[config.mk]
export PLATFORM = sky130hd
export DESIGN_NAME = ps2_line_assembler
export DESIGN_NICKNAME = d
export VERILOG_FILES = /design/src/rtl/ps2_line_assembler.sv
export SDC_FILE = /design/constraint.sdc
export NUM_CORES = 1
export LEC_CHECK = 0
export CAP_MARGIN = 20
export CELL_PAD_IN_SITES_DETAIL_PLACEMENT = 1
export CELL_PAD_IN_SITES_GLOBAL_PLACEMENT = 1
export CORE_MARGIN = 2
export CORE_UTILIZATION = 52
export DETAILED_ROUTE_END_ITERATION = 7
export GPL_ROUTABILITY_DRIVEN = 1
export PLACE_DENSITY_LB_ADDON = 0.1
export RECOVER_POWER = 50
export SLEW_MARGIN = 20
export SYNTH_ARGS = -nofsm -noshare
export SYNTH_HDL_FRONTEND = slang
export SYNTH_SLANG_ARGS = --single-unit
[constraint.sdc]
create_clock -name clock -period 15.3 [get_ports clock]
set_clock_uncertainty 0.2 [all_clocks]
set_input_delay 2.295 -clock clock [delete_from_list [all_inputs] [get_ports clock]]
set_output_delay 2.295 -clock clock [all_outputs]
set_load 0.02 [all_outputs]
[src/rtl/ps2_line_assembler.sv]
// Assembles PS/2 keystrokes into fixed-width text lines with backspace/enter editing,
// echoes each edit, and queues finished lines in a small valid/ready FIFO.
module ps2_line_assembler #(
  parameter int                CHAR_W      = 8,
  parameter int                LINE_LEN    = 32,
  parameter int                DEPTH       = 2,
  parameter logic [CHAR_W-1:0] PAD_CHAR    = 8'h20,
  parameter logic [CHAR_W-1:0] ENTER_CODE  = 8'h0D,
  parameter logic [CHAR_W-1:0] BKSP_CODE   = 8'h08,
  parameter bit                ALLOW_EMPTY = 1'b0,
  localparam int               CUR_W       = $clog2(LINE_LEN + 1)
) (
  input  logic                       clock,
  input  logic                       reset,
  input  logic [CHAR_W-1:0]          char_in,
  input  logic                       char_valid,
  output logic [LINE_LEN*CHAR_W-1:0] line_out,
  output logic [CUR_W-1:0]           line_length,
  output logic                       line_valid,
  input  logic                       line_ready,
  output logic [CUR_W-1:0]           cursor,
  output logic                       echo_valid,
  output logic [CUR_W-1:0]           echo_col,
  output logic [CHAR_W-1:0]          echo_char,
  output logic                       drop
);

  localparam int PTR_W  = $clog2(DEPTH);
  localparam int CNT_W  = PTR_W + 1;
  localparam int IDX_W  = (LINE_LEN > 1) ? $clog2(LINE_LEN) : 1;
  localparam int LINE_W = LINE_LEN * CHAR_W;

  logic [CHAR_W-1:0] edit_buf  [LINE_LEN];
  logic [LINE_W-1:0] fifo_data [DEPTH];
  logic [CUR_W-1:0]  fifo_len  [DEPTH];
  logic [PTR_W-1:0]  rd_ptr, wr_ptr;
  logic [CNT_W-1:0]  count, count_next;
  logic [LINE_W-1:0] packed_buf;
  logic [CUR_W-1:0]  cursor_dec;
  logic              is_enter, is_bksp, is_print;
  logic              commit_req, pop, push;

  // Character 0 lands in the most significant slot of the line bus.
  always_comb begin
    packed_buf = '0;
    for (int i = 0; i < LINE_LEN; i++)
      packed_buf[(LINE_LEN-i)*CHAR_W-1 -: CHAR_W] = edit_buf[i];
  end

  assign is_enter   = char_valid && (char_in == ENTER_CODE);
  assign is_bksp    = char_valid && (char_in == BKSP_CODE);
  assign is_print   = char_valid && !is_enter && !is_bksp;
  assign cursor_dec = cursor - CUR_W'(1);
  assign commit_req = is_enter && ((cursor != '0) || ALLOW_EMPTY);
  assign pop        = line_valid && line_ready;
  // A full FIFO that is popping this cycle still has room for the push.
  assign push       = commit_req && ((count < CNT_W'(DEPTH)) || pop);
  assign count_next = count + CNT_W'(push) - CNT_W'(pop);

  // Slots are cleared on pop, so the head slot of an empty FIFO reads as padding.
  assign line_out    = fifo_data[rd_ptr];
  assign line_length = fifo_len[rd_ptr];

  always_ff @(posedge clock) begin
    if (reset) begin
      // NOTE: the line storage is reset too, because the empty FIFO and a fresh
      // edit buffer must read back as padding rather than stale text.
      for (int i = 0; i < LINE_LEN; i++) edit_buf[i] <= PAD_CHAR;
      for (int d = 0; d < DEPTH; d++) begin
        fifo_data[d] <= {LINE_LEN{PAD_CHAR}};
        fifo_len[d]  <= '0;
      end
      rd_ptr     <= '0;
      wr_ptr     <= '0;
      count      <= '0;
      line_valid <= 1'b0;
      cursor     <= '0;
      echo_valid <= 1'b0;
      echo_col   <= '0;
      echo_char  <= '0;
      drop       <= 1'b0;
    end else begin
      // NOTE: every state update here is non-blocking, so later assignments in
      // this block (push after pop on the same slot) override earlier ones
      // without any read-after-write ordering hazard.
      echo_valid <= 1'b0;
      drop       <= 1'b0;

      if (pop) begin
        fifo_data[rd_ptr] <= {LINE_LEN{PAD_CHAR}};
        fifo_len[rd_ptr]  <= '0;
        rd_ptr            <= rd_ptr + PTR_W'(1);
      end

      if (push) begin
        fifo_data[wr_ptr] <= packed_buf;
        fifo_len[wr_ptr]  <= cursor;
        wr_ptr            <= wr_ptr + PTR_W'(1);
        for (int i = 0; i < LINE_LEN; i++) edit_buf[i] <= PAD_CHAR;
        cursor <= '0;
      end else if (commit_req) begin
        drop <= 1'b1;
      end

      if (is_print) begin
        if (cursor < CUR_W'(LINE_LEN)) begin
          edit_buf[cursor[IDX_W-1:0]] <= char_in;
          cursor     <= cursor + CUR_W'(1);
          echo_valid <= 1'b1;
          echo_col   <= cursor;
          echo_char  <= char_in;
        end else begin
          drop <= 1'b1;
        end
      end

      if (is_bksp && (cursor != '0)) begin
        edit_buf[cursor_dec[IDX_W-1:0]] <= PAD_CHAR;
        cursor     <= cursor_dec;
        echo_valid <= 1'b1;
        echo_col   <= cursor_dec;
        echo_char  <= PAD_CHAR;
      end

      count      <= count_next;
      line_valid <= (count_next != '0);
    end
  end

endmodule

==> qor.txt <==
cts hold-fix bufs: 0
Leak: 0.0135 uW
Critical Path Sink Type: flip-flop
CTS HTree Levels: 3
post-CTS setup buffers: 0
CTS tree: yes
Yosys reg bits: 808
worst path buffer plus inverter count: 2
syn avg cell area: 14.7 um2
vias in the first global route: 21200
Hold Path End: echo_char[1]
synthesis-to-finish area growth: 17.7%
M1 GR Usage: 39.1%
Max stage delay cell, worst path: clkbuf_2
worst-margin pin slew: 5.35 ns
drt pass-1 iters: 5
critical path's top delay family: buffers and inverters
Port Buffers: 296
Cell Count, Final, Fillers Out: 3495
CTS Buffer Depth: 3
placed wire-length estimate: 58300 um
Via density: 5.78
Top FF cell, synth: edfxtp_1
Cell variety after synth: 75
Crit path arrival time: 10.53 ns
GR Util All Layers: 28.8%
Max-cap violations: 13
failing checks: capacitance limit, slew limit
crit-path cells: dlygate4sd3_1 -> or2_2 -> a211oi_1 -> nand3_1 -> nor3_1 -> clkbuf_2 -> nand2b_1
DRC marker count from the first detailed-route iteration: 1912
FF-to-FF End: fifo_data[0][61]
Cells after Synth: 2305
final-report max-slew violation count: 693
nets: 2589
Syn Nets: 2322
worst skew pair latency: 0.63 ns
EDFF count, synth: 780
root buffer cell: clkbuf_16
total grt overflow: 0
Tmin final: 10.56 ns
count of final setup violators: 0
CP Max Fanout: 257
largest net degree at the start of global routing: 263
clock slew at reported path FFs: 0.06 ns
ranking of synthesized cells by area: edfxtp_1, mux2_2, and2_1
Setup TNS Final: 0 ns
f_max: 94.7 MHz
HP Class: reg -> reg
CP required: 15.28 ns
share of synthesized registers carrying an async set or reset: 0%
initial antenna violation count: 5
RSZ-0062 raised after global routing: false
row count: 93
CORE AREA: 0.0645 mm2
Synth warnings: 0
Cell Pwr Density: 118 mW/mm2
outcome: finished with violations
drt drc: 0
Synth Cell Area: 0.0339 mm2
nature of the critical path startpoint: input pin
maximum vdd drop: 83.8 uV
Reg-to-Reg Start: cursor[0]
critical path depth: 7
R2R cell count: 8
dpl cells: 3340
sequential element share of the synthesized area: 70.7%
WL per Instance: 27.8 um
Starting Density: 52.6%
vias: 20200
gpl congestion: 0.859
share of cells above drive strength 1: 14.1%
CTS Buf Count: 82
hold slack: 0.281 ns
crit-path max cell delay: 3.21 ns
GR peak layer: met2
die width: 259 um
Final Cycle Share: 69.0%
synth cell count leaders: edfxtp_1, and2_1, mux2_2
Worst Hold Launch: echo_char[1]
M2 GR Usage: 47.7%
critical path type: in -> reg
Post-CTS Resized: 0
headroom to the max-slew limit: -256%
Yosys top cell area share: 69.1%
Die Height: 259 um
hold path depth: 2
endpoints failing hold: 0
CTS Sinks: 808
overall routed net length: 97200 um
reg-to-reg slack, setup: 5.76 ns
met3 usage: 3.80%
count leader, synth: edfxtp_1
die area: 0.0673 mm2
global-route wire length before repair: 141000 um
post-route ant nets: 0
cell taking the most area after synthesis: edfxtp_1
Top-Level Pins: 297
==> power breakdown <==
group / switching, uW / internal [uW]
combinational: 189 / 102
clock: 832 / 1060
sequential: 27.7 / 2490
total: 1050 / 3650
==> metrics by stage <==
stage / instance area [um2] / total power (uW) / util [%] / setup slack [ns]
after floorplan: 33900 / 2720 / - / 5.10
after global placement: 37600 / 2850 / 58.3 / 7.03
after detailed placement: 37700 / 2860 / 58.4 / 6.81
after CTS: 40100 / 4730 / 62.2 / 7.45
after global routing: 39900 / 4810 / 61.9 / 4.20
final: 39900 / 4700 / 61.9 / 4.74
==> cell type report <==
class	instances	area, um2
clock buffers	111	2240
repair buffers	340	3260
clock inverters	36	229
flip-flops and latches	808	24000
inverters	8	30.0
diodes	5	12.5
well taps	855	1070
multi-input cells	1332	9110
fillers	6017	24500
==> flip-flops by register name (all words and copies together) (netlist names), named ones only <==
name        count
echo_valid      1
drop            1
echo_col        6
count           2
echo_char       8
cursor          6
line_valid      1
fifo_len       12
fifo_data     512
edit_buf      256
rd_ptr          1
wr_ptr          1
==> worst max path at each step <==
stage                              to        from
CTS                 fifo_data[1][156]  char_in[5]
global placement    fifo_data[1][154]  char_in[5]
detailed placement  fifo_data[1][156]  char_in[5]
finish               fifo_data[0][61]  char_in[5]
floorplan             fifo_data[0][0]  char_in[7]
global route        fifo_data[0][173]  char_in[5]
==> tightest hold or removal path: stages (launching register included) <==
cell and delay, ns:
dfxtp_1 0.31, nand2_1 0.05, a21oi_1 0.06
==> routing by layer <==
metal  vias to the layer above  wire length, um
met2                       742            48200
met4                         0             3360
met1                     10400            38600
met3                       151             7070
li1                       8846                -
met5                         -                0
==> cell usage in the layout, fill, tap and decap left out, types with 5 or more instances in the layout <==
cell               n
a31oi_1            8
edfxtp_1         780
mux2_2           226
nand3_1           10
clkinv_2          12
nand2_1           88
o21ai_0           27
mux2_1            36
inv_1              7
a22oi_1            5
o31ai_1            5
nand2b_1          70
nand4_1            5
nor3_1            11
and2_0           119
nor2b_1           11
and3_1             5
nor2_1           141
a21oi_1          136
diode_2            5
clkdlybuf4s50_1  176
clkbuf_1          48
clkbuf_16         85
buf_4             14
dlygate4sd3_1    119
nor4_1             9
xor2_1             5
o21a_1             5
clkinv_1          16
ha_1               5
dfxtp_1           28
and2_1           339
==> cells by family after synthesis <==
family / synth area share, %
fa+ha+maj: 0.184
xor+xnor: 0.232
mux: 8.70
compound gates: 4.21
flops: 70.7
simple gates: 13.8
buf+inv: 2.19
(Power assumes the default switching activity.)
